## src/rtl/ibus_stream_port_if.sv

```systemverilog
// Bus and stream bundle for ibus_stream_port.
// The slave modport is the view taken by the port itself.
// The master modport is the view taken by the io-bus host and the stream partners.
interface ibus_stream_port_if;
  logic        ibus_ren;
  logic [15:0] ibus_radr;
  logic [15:0] ibus32_rdata;
  logic        ibus_wen;
  logic [15:0] ibus_wadr;
  logic [15:0] ibus32_wdata;
  logic        tx_valid;
  logic        tx_ready;
  logic [15:0] tx_data;
  logic        rx_valid;
  logic        rx_ready;
  logic [15:0] rx_data;

  modport slave (
    input  ibus_ren, ibus_radr, ibus_wen, ibus_wadr, ibus32_wdata,
    input  tx_ready, rx_valid, rx_data,
    output ibus32_rdata, tx_valid, tx_data, rx_ready
  );

  modport master (
    output ibus_ren, ibus_radr, ibus_wen, ibus_wadr, ibus32_wdata,
    output tx_ready, rx_valid, rx_data,
    input  ibus32_rdata, tx_valid, tx_data, rx_ready
  );
endinterface

```

## src/rtl/ibus_stream_port.sv

```systemverilog
// ibus_stream_port: bridges a 256-word io-bus window to a pair of stream FIFOs.
// Offsets 0x00-0xFE of the window alias the FIFO data port, and offset 0xFF is STATUS.
// Reads return data two cycles after the strobe.
// The read data bus is zero in every cycle that carries no response, so it can be OR-combined.
//
// STATUS bit map (read):
//   [15] = 0
//   [14:10] = rx_count
//   [9:5] = tx_count
//   [4] = LPBK
//   [3] = RX_UDF
//   [2] = TX_OVF
//   [1] = rx_empty
//   [0] = tx_full
// Both counts saturate at 31.
// The read bit positions of the flags match the bits used to clear or write them.
//
// Optional feature: define IBUS_STREAM_LOOPBACK_EN to add the LPBK register.
// With LPBK set, the TX head is moved into the RX FIFO and both stream handshakes are parked.
module ibus_stream_port #(
  parameter logic [15:0] BASE_ADR = 16'h0100,
  parameter int          DEPTH    = 16
) (
  input  logic               clk,
  input  logic               rst_n,
  input  logic               rst_pipe,
  ibus_stream_port_if.slave  bus
);

  localparam int AW = $clog2(DEPTH);
  localparam int CW = AW + 1;
  localparam logic [CW-1:0] FULL_CNT = CW'(DEPTH);

  logic [15:0]   txMem [DEPTH];
  logic [15:0]   rxMem [DEPTH];
  logic [AW-1:0] txWptr_q, txRptr_q, rxWptr_q, rxRptr_q;
  logic [CW-1:0] txCount_q, rxCount_q, txCount_d, rxCount_d;
  logic          txOvf_q, rxUdf_q, txOvf_d, rxUdf_d;
  logic [15:0]   rsp1_q, rsp2_q, rsp1_d;
  logic          lpbk;

  logic [15:0] rdOff, wrOff;
  logic        rdHit, rdStatus, rdData, wrHit, wrStatus, wrData;
  logic        txEmpty, txFull, rxEmpty, rxFull;
  logic [15:0] txHead, rxHead, rxPushData, statusWord;
  logic        txPush, txPop, rxPush, rxPop, lpbkMove, txValid, rxReady;

  function automatic logic [4:0] sat5(input logic [CW-1:0] c);
    return (32'(c) > 32'd31) ? 5'd31 : 5'(c);
  endfunction

  // Window decode for both strobes; the subtraction never wraps once addr >= BASE_ADR
  always_comb begin
    rdOff    = bus.ibus_radr - BASE_ADR;
    wrOff    = bus.ibus_wadr - BASE_ADR;
    rdHit    = bus.ibus_ren && (bus.ibus_radr >= BASE_ADR) && (rdOff[15:8] == 8'h00);
    wrHit    = bus.ibus_wen && (bus.ibus_wadr >= BASE_ADR) && (wrOff[15:8] == 8'h00);
    rdStatus = rdHit && (rdOff[7:0] == 8'hFF);
    rdData   = rdHit && (rdOff[7:0] != 8'hFF);
    wrStatus = wrHit && (wrOff[7:0] == 8'hFF);
    wrData   = wrHit && (wrOff[7:0] != 8'hFF);
  end

  assign txEmpty = (txCount_q == '0);
  assign txFull  = (txCount_q == FULL_CNT);
  assign rxEmpty = (rxCount_q == '0);
  assign rxFull  = (rxCount_q == FULL_CNT);
  assign txHead  = txEmpty ? 16'h0000 : txMem[txRptr_q];
  assign rxHead  = rxEmpty ? 16'h0000 : rxMem[rxRptr_q];

`ifdef IBUS_STREAM_LOOPBACK_EN
  logic lpbk_q;

  // LPBK is loaded from STATUS bit4 and cleared by either reset
  always_ff @(posedge clk or negedge rst_n) begin
    if (!rst_n) begin
      lpbk_q <= 1'b0;
    end else if (rst_pipe) begin
      lpbk_q <= 1'b0;
    end else if (wrStatus) begin
      lpbk_q <= bus.ibus32_wdata[4];
    end
  end

  assign lpbk = lpbk_q;
`else
  assign lpbk = 1'b0;
`endif

  // Transfer decisions; a write into a full TX FIFO is dropped rather than stalled
  always_comb begin
    lpbkMove   = lpbk && !txEmpty && !rxFull;
    txValid    = !lpbk && !txEmpty;
    rxReady    = !lpbk && !rxFull;
    txPush     = wrData && !txFull;
    txPop      = (txValid && bus.tx_ready) || lpbkMove;
    rxPush     = (rxReady && bus.rx_valid) || lpbkMove;
    rxPushData = lpbkMove ? txHead : bus.rx_data;
    rxPop      = rdData && !rxEmpty;
  end

  // Next-state for counts, sticky flags (set beats clear) and the first response stage
  always_comb begin
    statusWord = {1'b0, sat5(rxCount_q), sat5(txCount_q), lpbk, rxUdf_q, txOvf_q, rxEmpty, txFull};
    txCount_d  = txCount_q + CW'(txPush) - CW'(txPop);
    rxCount_d  = rxCount_q + CW'(rxPush) - CW'(rxPop);
    txOvf_d    = (txOvf_q && !(wrStatus && bus.ibus32_wdata[2])) || (wrData && txFull);
    rxUdf_d    = (rxUdf_q && !(wrStatus && bus.ibus32_wdata[3])) || (rdData && rxEmpty);
    rsp1_d     = 16'h0000;
    if (rdStatus) begin
      rsp1_d = statusWord;
    end else if (rxPop) begin
      rsp1_d = rxHead;
    end
  end

  // Pointers, counts, flags and the two-stage response pipe; rst_pipe mirrors rst_n
  always_ff @(posedge clk or negedge rst_n) begin
    if (!rst_n) begin
      txWptr_q  <= '0;
      txRptr_q  <= '0;
      rxWptr_q  <= '0;
      rxRptr_q  <= '0;
      txCount_q <= '0;
      rxCount_q <= '0;
      txOvf_q   <= 1'b0;
      rxUdf_q   <= 1'b0;
      rsp1_q    <= 16'h0000;
      rsp2_q    <= 16'h0000;
    end else if (rst_pipe) begin
      txWptr_q  <= '0;
      txRptr_q  <= '0;
      rxWptr_q  <= '0;
      rxRptr_q  <= '0;
      txCount_q <= '0;
      rxCount_q <= '0;
      txOvf_q   <= 1'b0;
      rxUdf_q   <= 1'b0;
      rsp1_q    <= 16'h0000;
      rsp2_q    <= 16'h0000;
    end else begin
      if (txPush) txWptr_q <= txWptr_q + 1'b1;
      if (txPop)  txRptr_q <= txRptr_q + 1'b1;
      if (rxPush) rxWptr_q <= rxWptr_q + 1'b1;
      if (rxPop)  rxRptr_q <= rxRptr_q + 1'b1;
      txCount_q <= txCount_d;
      rxCount_q <= rxCount_d;
      txOvf_q   <= txOvf_d;
      rxUdf_q   <= rxUdf_d;
      rsp1_q    <= rsp1_d;
      rsp2_q    <= rsp1_q;
    end
  end

  // FIFO storage needs no reset; empty entries are masked by the counts
  always_ff @(posedge clk) begin
    if (txPush) txMem[txWptr_q] <= bus.ibus32_wdata;
    if (rxPush) rxMem[rxWptr_q] <= rxPushData;
  end

  assign bus.ibus32_rdata = rsp2_q;
  assign bus.tx_valid     = txValid;
  assign bus.tx_data      = txValid ? txHead : 16'h0000;
  assign bus.rx_ready     = rxReady;

endmodule

```

## src/flat_wrapper.sv

```systemverilog
// flat-port wrapper written by rule: the top's interface ports become plain ports
module ibus_stream_port_flat 
#(
  parameter logic [15:0] BASE_ADR = 16'h0100,
  parameter int          DEPTH    = 16
)
  (clk, rst_n, rst_pipe, bus_ibus_ren, bus_ibus_radr, bus_ibus_wen, bus_ibus_wadr, bus_ibus32_wdata, bus_tx_ready, bus_rx_valid, bus_rx_data, bus_ibus32_rdata, bus_tx_valid, bus_tx_data, bus_rx_ready);
  ibus_stream_port_if bus_i ();
  input  logic clk;
  input  logic rst_n;
  input  logic rst_pipe;
  input wire logic [$bits(bus_i.ibus_ren)-1:0] bus_ibus_ren;
  input wire logic [$bits(bus_i.ibus_radr)-1:0] bus_ibus_radr;
  input wire logic [$bits(bus_i.ibus_wen)-1:0] bus_ibus_wen;
  input wire logic [$bits(bus_i.ibus_wadr)-1:0] bus_ibus_wadr;
  input wire logic [$bits(bus_i.ibus32_wdata)-1:0] bus_ibus32_wdata;
  input wire logic [$bits(bus_i.tx_ready)-1:0] bus_tx_ready;
  input wire logic [$bits(bus_i.rx_valid)-1:0] bus_rx_valid;
  input wire logic [$bits(bus_i.rx_data)-1:0] bus_rx_data;
  output wire logic [$bits(bus_i.ibus32_rdata)-1:0] bus_ibus32_rdata;
  output wire logic [$bits(bus_i.tx_valid)-1:0] bus_tx_valid;
  output wire logic [$bits(bus_i.tx_data)-1:0] bus_tx_data;
  output wire logic [$bits(bus_i.rx_ready)-1:0] bus_rx_ready;
  assign bus_i.ibus_ren = bus_ibus_ren;
  assign bus_i.ibus_radr = bus_ibus_radr;
  assign bus_i.ibus_wen = bus_ibus_wen;
  assign bus_i.ibus_wadr = bus_ibus_wadr;
  assign bus_i.ibus32_wdata = bus_ibus32_wdata;
  assign bus_i.tx_ready = bus_tx_ready;
  assign bus_i.rx_valid = bus_rx_valid;
  assign bus_i.rx_data = bus_rx_data;
  assign bus_ibus32_rdata = bus_i.ibus32_rdata;
  assign bus_tx_valid = bus_i.tx_valid;
  assign bus_tx_data = bus_i.tx_data;
  assign bus_rx_ready = bus_i.rx_ready;
  ibus_stream_port #(.BASE_ADR(BASE_ADR), .DEPTH(DEPTH)) u_core (.clk(clk), .rst_n(rst_n), .rst_pipe(rst_pipe), .bus(bus_i));
endmodule
```

## config.mk

```make
export PLATFORM = sky130hd
export DESIGN_NAME = ibus_stream_port_flat
export DESIGN_NICKNAME = d
export VERILOG_FILES = /design/src/rtl/ibus_stream_port_if.sv /design/src/rtl/ibus_stream_port.sv /design/src/flat_wrapper.sv
export SDC_FILE = /design/constraint.sdc
export NUM_CORES = 1
export LEC_CHECK = 0
export CAP_MARGIN = 25
export CELL_PAD_IN_SITES_DETAIL_PLACEMENT = 0
export CELL_PAD_IN_SITES_GLOBAL_PLACEMENT = 2
export CORE_UTILIZATION = 45
export CTS_BUF_LIST = sky130_fd_sc_hd__clkbuf_4
export CTS_CLUSTER_SIZE = 20
export DETAILED_ROUTE_END_ITERATION = 8
export PLACE_DENSITY = 0.76
export SLEW_MARGIN = 10
export SYNTH_ARGS = -nofsm -noshare
export SYNTH_HDL_FRONTEND = slang
export SYNTH_SLANG_ARGS = --single-unit
```

## constraint.sdc

```tcl
create_clock -name clk -period 3 [get_ports clk]
set_input_delay 0.9 -clock clk [delete_from_list [all_inputs] [get_ports clk]]
set_output_delay 0.9 -clock clk [all_outputs]
set_load 0.01 [all_outputs]
```

==> results of run 1 <==
## per-layer routing
metal  part of all wire  wire length [um]  vias up  global-route usage
met2               0.52             26200      391               0.352
met5            0.00026                13        -                   0
met3              0.063              3210       85              0.0555
li1                   -                 -     5073                   -
met4              0.026              1340        2              0.0955
met1               0.39             19900     6040               0.256
## cells in the final DEF, fill, tap and decap left out, types with 9 or more instances in the layout
master | Yosys | final
and2_4 | 0 | 11
inv_2 | 2 | 11
nand2_1 | 22 | 22
and2_1 | 31 | 20
nor2_2 | 0 | 9
a22o_1 | 14 | 14
edfxtp_1 | 512 | 512
buf_12 | 3 | 49
nor2b_1 | 22 | 22
clkbuf_4 | 2 | 219
inv_1 | 27 | 23
clkinv_1 | 0 | 20
mux4_2 | 133 | 145
a21oi_1 | 10 | 10
buf_6 | 1 | 21
ha_1 | 22 | 19
dfrtp_1 | 60 | 55
clkdlybuf4s50_1 | 0 | 84
nor2_1 | 40 | 31
buf_4 | 4 | 50
a22oi_1 | 29 | 29
## power by group
| group | leakage [nW] | switching, W | total (W) | internal [W] |
|---|---|---|---|---|
| registers | 5.43 | 0.000125 | 0.00897 | 0.00885 |
| logic | 2.80 | 0.00157 | 0.00385 | 0.00227 |
| clock network | 1.11 | 0.00305 | 0.00647 | 0.00342 |
## cell type report
class | instances | area, sq um
Inverter | 29 | 113
Timing Repair Buffer | 219 | 2670
Antenna cell | 3 | 7.51
Fill cell | 3819 | 21400
Sequential cell | 572 | 16900
Clock inverter | 37 | 183
Clock buffer | 219 | 1640
Multi-Input combinational cell | 405 | 5270
Tap cell | 664 | 831
## flip-flops by register name, indices dropped and copies added, names as in the netlist
register	count
u_core.rxWptr_q	4
u_core.bus.ibus32_rdata	16
u_core.txRptr_q	4
u_core.rxRptr_q	4
u_core.txMem	256
u_core.txOvf_q	1
u_core.rsp1_q	16
u_core.txCount_q	5
u_core.rxUdf_q	1
u_core.txWptr_q	4
u_core.rxCount_q	5
u_core.rxMem	256
## what timing repair did
item,in CTS,in global routing
endpoints found under the setup margin,18,17
cloned,6,0
pin swaps,15,3
setup buffers,22,4
resized for setup,128,10
## final timing paths
| check | start | to | slack [ns] |
|---|---|---|---|
| max | u_core.txRptr_q[0] | bus_tx_data[6] | -0.97 |
| min | rst_n | u_core.rxWptr_q[1] | 0.14 |
| max reg2reg | u_core.txCount_q[2] | u_core.txCount_q[4] | 0.24 |
| min reg2reg | u_core.rsp1_q[2] | u_core.bus.ibus32_rdata[2] | 0.46 |
| max in group asynchronous | rst_n | u_core.rxRptr_q[0] | 2.24 |
| min in group clk | rst_pipe | u_core.rxUdf_q | 0.36 |
## cells by family (layout without fill, tap and decap cells)
family          Yosys count  in the layout  synth area share
flops                   572            572             0.753
fa+ha+maj                24             24            0.0141
buf+inv                  79            504            0.0186
compound gates           60             60            0.0197
other cells               0              3                 0
simple gates            156            156            0.0381
mux                     150            150             0.151
xor+xnor                 15             15           0.00586
## metrics by stage
stage / std cells / util / setup slack, ns / hold slack (ns) / TNS [ns]
4_1_cts: 2143 / 0.562 / -1.09 / 0.0623 / -16.57
6_report: 2148 / 0.563 / -0.970 / 0.138 / -14.81
2_1_floorplan: 1056 / - / -0.420 / 0.439 / -26.95
3_3_place_gp: 1860 / 0.516 / -0.448 / 0.449 / -98.05
3_5_place_dp: 1860 / 0.516 / -0.466 / 0.448 / -107.69
5_1_grt: 2147 / 0.563 / -1.10 / 0.156 / -17.05
## synthesized netlist by cell type (3+ instances only)
cell type  count  area [sq um]
buf_2         12          60.1
clkbuf_1      20          75.1
nand4_1        8          50.1
nor3b_1        3          22.5
xnor2_1        8          70.1
nand2_1       22          82.6
buf_12         3          60.1
a21oi_1       10          50.1
nor2_1        40           150
xor2_1         7          61.3
nor4_1         6          37.5
a21o_1         3          22.5
nand3_1        4          20.0
nor2b_1       22           138
edfxtp_1     512         15400
buf_1          5          18.8
buf_4          4          30.0
mux2i_1        3          30.0
a22oi_1       29           218
a22o_1        14           123
dfrtp_1       60          1500
and2_1        31           194
ha_1          22           275
mux4_1        13           342
inv_1         27           101
mux4_2       133          3000
nor3_1         6          30.0
==> summary.txt, run 1 <==
Clocking
  – CTS Root Cell: clkbuf_4
  – Clock-pin slew on the worst setup and hold paths: approximately 0.060 ns
  – Clock latency on the worst-skew pair: a little over 0.9 ns
  – CTS tree: yes
  – Deepest clock path buffer count: 3
  – Clock buffer count from CTS: around 150
  – Hold_buf cts: 0
  – Clock net sink count: approximately 570
  – # H-tree levels: 4

Synthesis
  – Top_reg_cell synth: edfxtp_1
  – Post-synth EDFFs: a little over 500
  – Register area share after synthesis: 0.753
  – Syn Nets: between 1000 and 1500
  – Netlist cell types: 47
  – Mapped Cells: approximately 1100
  – Syn Std Cell Area: ~22000 sq um
  – FF+latch count, synth: about 570
  – Yosys Warn Count: 0
  – Mean post-synth cell area: between 20 and 25 sq um
  – Synth async-reset ratio: 0.105

GRT
  – First-pass GRT wire length: between 70000 and 80000 um
  – All-Layer GR Usage: 0.210
  – Largest net degree at the start of global routing: 61
  – GRT overflow: 0
  – Vias in the first global route: ~12000
  – Initial antenna violation count: 4

Power
  – Leakage: between 9 and 10 nW
  – Overall Power: between 0.015 and 0.02 W
  – Peak supply drop: 0.398 mV
  – PD cells: 699 nW/um^2

Layout
  – Area Overhead vs Synth: 23.2%
  – Nets@finish: roughly 1500
  – Share of post-route cells with drive strength above 1: 0.382
  – Final Instance Area: about 28000 sq um

Timing
  – Final setup viols: 17
  – RSZ-0062 raised after global routing: true
  – Max-slew violation count: 0
  – Max_slew headroom: 0.443
  – Endpoints failing hold: 0
  – Clock Skew: 0.0582 ns
  – Final Worst Setup Slack: -0.970 ns
  – Top achievable clock speed: roughly 250 MHz
  – Fin crit period: 3.97 ns
  – Post-route clock period utilization: 1.32
  – Slew @ Worst Pin: 0.835 ns

Routing
  – WL final: roughly 51000 um
  – Starting DRT DRC Count: ~940
  – Vias: 11591
  – DRT Pass-1 Iters: 5
  – Avg Vias per Cell: 5.40
  – Residual DRC count: 0
  – Drt wl/cell: roughly 24 um
  – Antenna Nets Post-Route: 0

Floorplan
  – Overall die area: 50700 sq um
  – Core area: between 40000 and 50000 sq um
  – Die width: between 200 and 250 um
  – Rows: 81
  – I/O pin count: approximately 110
  – Starting Density: 0.457
  – Die Ht: 225 um

Critical path
  – Crit Path Max Fanout: 7
  – CP required: around 2.1 ns
  – Critical-path cell list: buf_12, buf_16, buf_12, mux4_2, mux4_2, and2_4, buf_6
  – Levels on crit path: 7
  – Worst setup EP type: primary output
  – CP Buf/Inv Count: 4
  – WP data arrival: 3.07 ns
  – Max stage delay on crit path: a little over 0.5 ns
  – Worst Reg-to-Reg Cells: 13
  – Crit-path slowest cell: dfrtp_4
  – Cell family with most CP delay: multiplexers
  – CP Launch Type: flip-flop
  – Crit path kind: reg -> out

Status
  – Status: complete, but fails checks
  – Violated checks: negative setup slack

Place
  – Detail Placement HPWL: approximately 29000 um
  – Port bufs: ~100
  – Post-DP Area: approximately 25000 sq um
  – Routability cong.: about 0.71

Hold path
  – Worst Hold Class: in -> async

Job
  – Max_cap viols: 0
(Power assumes the default switching activity.)
==> run 2, diff against run 1 <==
--- a/config.mk
+++ b/config.mk
@@ -13,6 +13,7 @@
 export CTS_CLUSTER_SIZE = 20
 export DETAILED_ROUTE_END_ITERATION = 8
 export PLACE_DENSITY = 0.76
+export SKIP_LAST_GASP = 1
 export SLEW_MARGIN = 10
 export SYNTH_ARGS = -nofsm -noshare
 export SYNTH_HDL_FRONTEND = slang
==> run 2 against run 1 <==
The flow still finishes with violations (negative setup slack). Sequential share of layout area about the same. Register-to-register slack about the same. Worst hold slack got worse by 0.0083 ns. Combinational power barely moved. Setup slack got worse by 0.011 ns. Die area is the same. Largest cell class unchanged. Largest power group unchanged.
==> summary.txt, run 2 (same netlist as run 1, synthesis figures left out) <==
Status
  – Status: complete, but fails checks
  – Violated checks: negative setup slack

Timing
  – RSZ-0062 raised after global routing: true
  – Final Worst Setup Slack: -0.981 ns
  – Clock Skew: 0.0579 ns
  – Max_slew headroom: 0.436
  – Fin crit period: around 4 ns
  – Endpoints failing hold: 0
  – Top achievable clock speed: 251 MHz
  – Final setup viols: 17
  – Max-slew violation count: 0
  – Slew @ Worst Pin: 0.846 ns
  – Post-route clock period utilization: 1.33
  – Setup TNS Final: -15.10 ns

Place
  – Routability cong.: roughly 0.71
  – Detail Placement HPWL: about 29000 um
  – Post-DP Area: around 25000 sq um
  – Port bufs: 104

Layout
  – Area Overhead vs Synth: 23.2%
  – Most frequent cells in the layout: edfxtp_1 (512), clkbuf_4 (219), mux4_2 (145)
  – Nets@finish: between 1000 and 1500
  – Final Instance Area: 27600 sq um
  – Commonest non-fill, non-tap cell in the layout: edfxtp_1
  – Share of post-route cells with drive strength above 1: 0.383
  – Largest regs: u_core.rxMem: 256 flops, u_core.txMem: 256 flops
  – Final core occ: 0.563

Clocking
  – CTS Root Cell: clkbuf_4
  – Clock buffer count from CTS: between 100 and 150
  – # H-tree levels: 4
  – Deepest clock path buffer count: 3
  – Clock net sink count: between 500 and 600
  – Hold_buf cts: 0
  – Clock latency on the worst-skew pair: between 0.9 and 1 ns
  – Clock-pin slew on the worst setup and hold paths: approximately 0.06 ns
  – CTS tree: yes

Routing
  – Starting DRT DRC Count: 944
  – Residual DRC count: 0
  – DRT Pass-1 Iters: 5
  – Antenna Nets Post-Route: 0
  – WL final: approximately 51000 um
  – Vias: around 12000
  – Drt wl/cell: ~24 um
  – Avg Vias per Cell: between 5 and 6

Power
  – Clock power frac: 0.336
  – Comb pwr share: 0.199
  – Sw frac: 0.246
  – Overall Power: between 0.015 and 0.02 W
  – Internal: roughly 0.015 W
  – Peak supply drop: around 0.4 mV
  – Net switching power: between 0.004 and 0.005 W
  – PD cells: 698 nW/um^2
  – Leakage: ~9.3 nW
  – Seq pwr share: 0.465

Critical path
  – Crit Path Max Fanout: 7
  – Crit path kind: reg -> out
  – WP data arrival: between 3 and 4 ns
  – Worst setup EP type: primary output
  – CP required: 2.10 ns
  – CP Launch Type: flip-flop

GRT
  – Initial antenna violation count: 4
  – First-pass GRT wire length: 75700 um
  – Vias in the first global route: roughly 12000
  – GRT overflow: 0
  – Largest net degree at the start of global routing: between 60 and 70
  – All-Layer GR Usage: 0.210

Floorplan
  – Die width: approximately 230 um
  – Overall die area: approximately 51000 sq um
  – Rows: 81
  – I/O pin count: between 100 and 150
  – Starting Density: 0.457
  – Core area: between 40000 and 50000 sq um
  – Die Ht: approximately 230 um

Hold path
  – Worst Hold Class: in -> async

Job
  – Max_cap viols: 0
## run 2: changes by cell type in the layout (fill, tap and decap cells not counted), sizes merged
cell / delta
buf: +2
diode: +3
## run 2: timing repair
item | 4_1_cts | 5_1_grt
gates resized for setup | 122 | 13
pin swaps | 14 | 6
setup endpoints to repair | 18 | 17
hold endpoints to repair | 0 | 0
gates cloned | 6 | 0
buffers inserted | 22 | 6
## run 2: critical path: stages, from the launching register on
cell and delay, ns:
dfrtp_4 0.51, buf_12 0.17, buf_16 0.13, buf_12 0.13, mux4_2 0.42, mux4_2 0.51
and2_4 0.16, buf_6 0.11
## run 2: path summary, 6_finish.rpt
kind / from / end / slack (ns) / cells past startpoint
worst max-delay path: u_core.txRptr_q[0] / bus_tx_data[6] / -0.98 / 7
worst min-delay path: rst_n / u_core.rxWptr_q[1] / 0.13 / 2
worst max register to register: u_core.txCount_q[2] / u_core.txCount_q[4] / 0.23 / 13
worst min register to register: u_core.rsp1_q[2] / u_core.bus.ibus32_rdata[2] / 0.46 / 1
max in group asynchronous: rst_n / u_core.txRptr_q[0] / 2.25 / 2
min in group clk: rst_pipe / u_core.rxUdf_q / 0.35 / 2
## run 2: per-layer routing
metal | vias to the layer above | track usage | share of wire
li1 | 5083 | - | -
met1 | 6015 | 0.255 | 0.38
met2 | 421 | 0.353 | 0.52
met3 | 89 | 0.0555 | 0.072
met4 | 2 | 0.0955 | 0.026
met5 | - | 0 | 0.00026
## run 2: cell type report
class / instances / area [sq um]
multi-input combinational: 405 / 5270
fill: 3824 / 21400
sequential: 572 / 16900
timing repair buffer: 221 / 2670
antenna: 6 / 15.0
clock buffer: 219 / 1640
tap: 664 / 831
clock inverter: 37 / 183
inverter: 29 / 113
## run 2: power groups by stage
stage	logic (W)	registers (W)	clock network (W)
global placement	0.00296	0.00916	0
detailed placement	0.00298	0.00916	0
finish	0.00383	0.00897	0.00648
global route	0.00412	0.00898	0.00711
floorplan	0.00186	0.00908	0
CTS	0.00380	0.00897	0.00669
## run 2: through the flow
stage                     hold WS, ns  cells  worst slack, ns
after floorplan                 0.439   1056           -0.420
after global placement          0.449   1860           -0.448
after detailed placement        0.448   1860           -0.466
after CTS                      0.0623   2143            -1.09
after global routing            0.156   2149            -1.10
final                           0.130   2153           -0.981
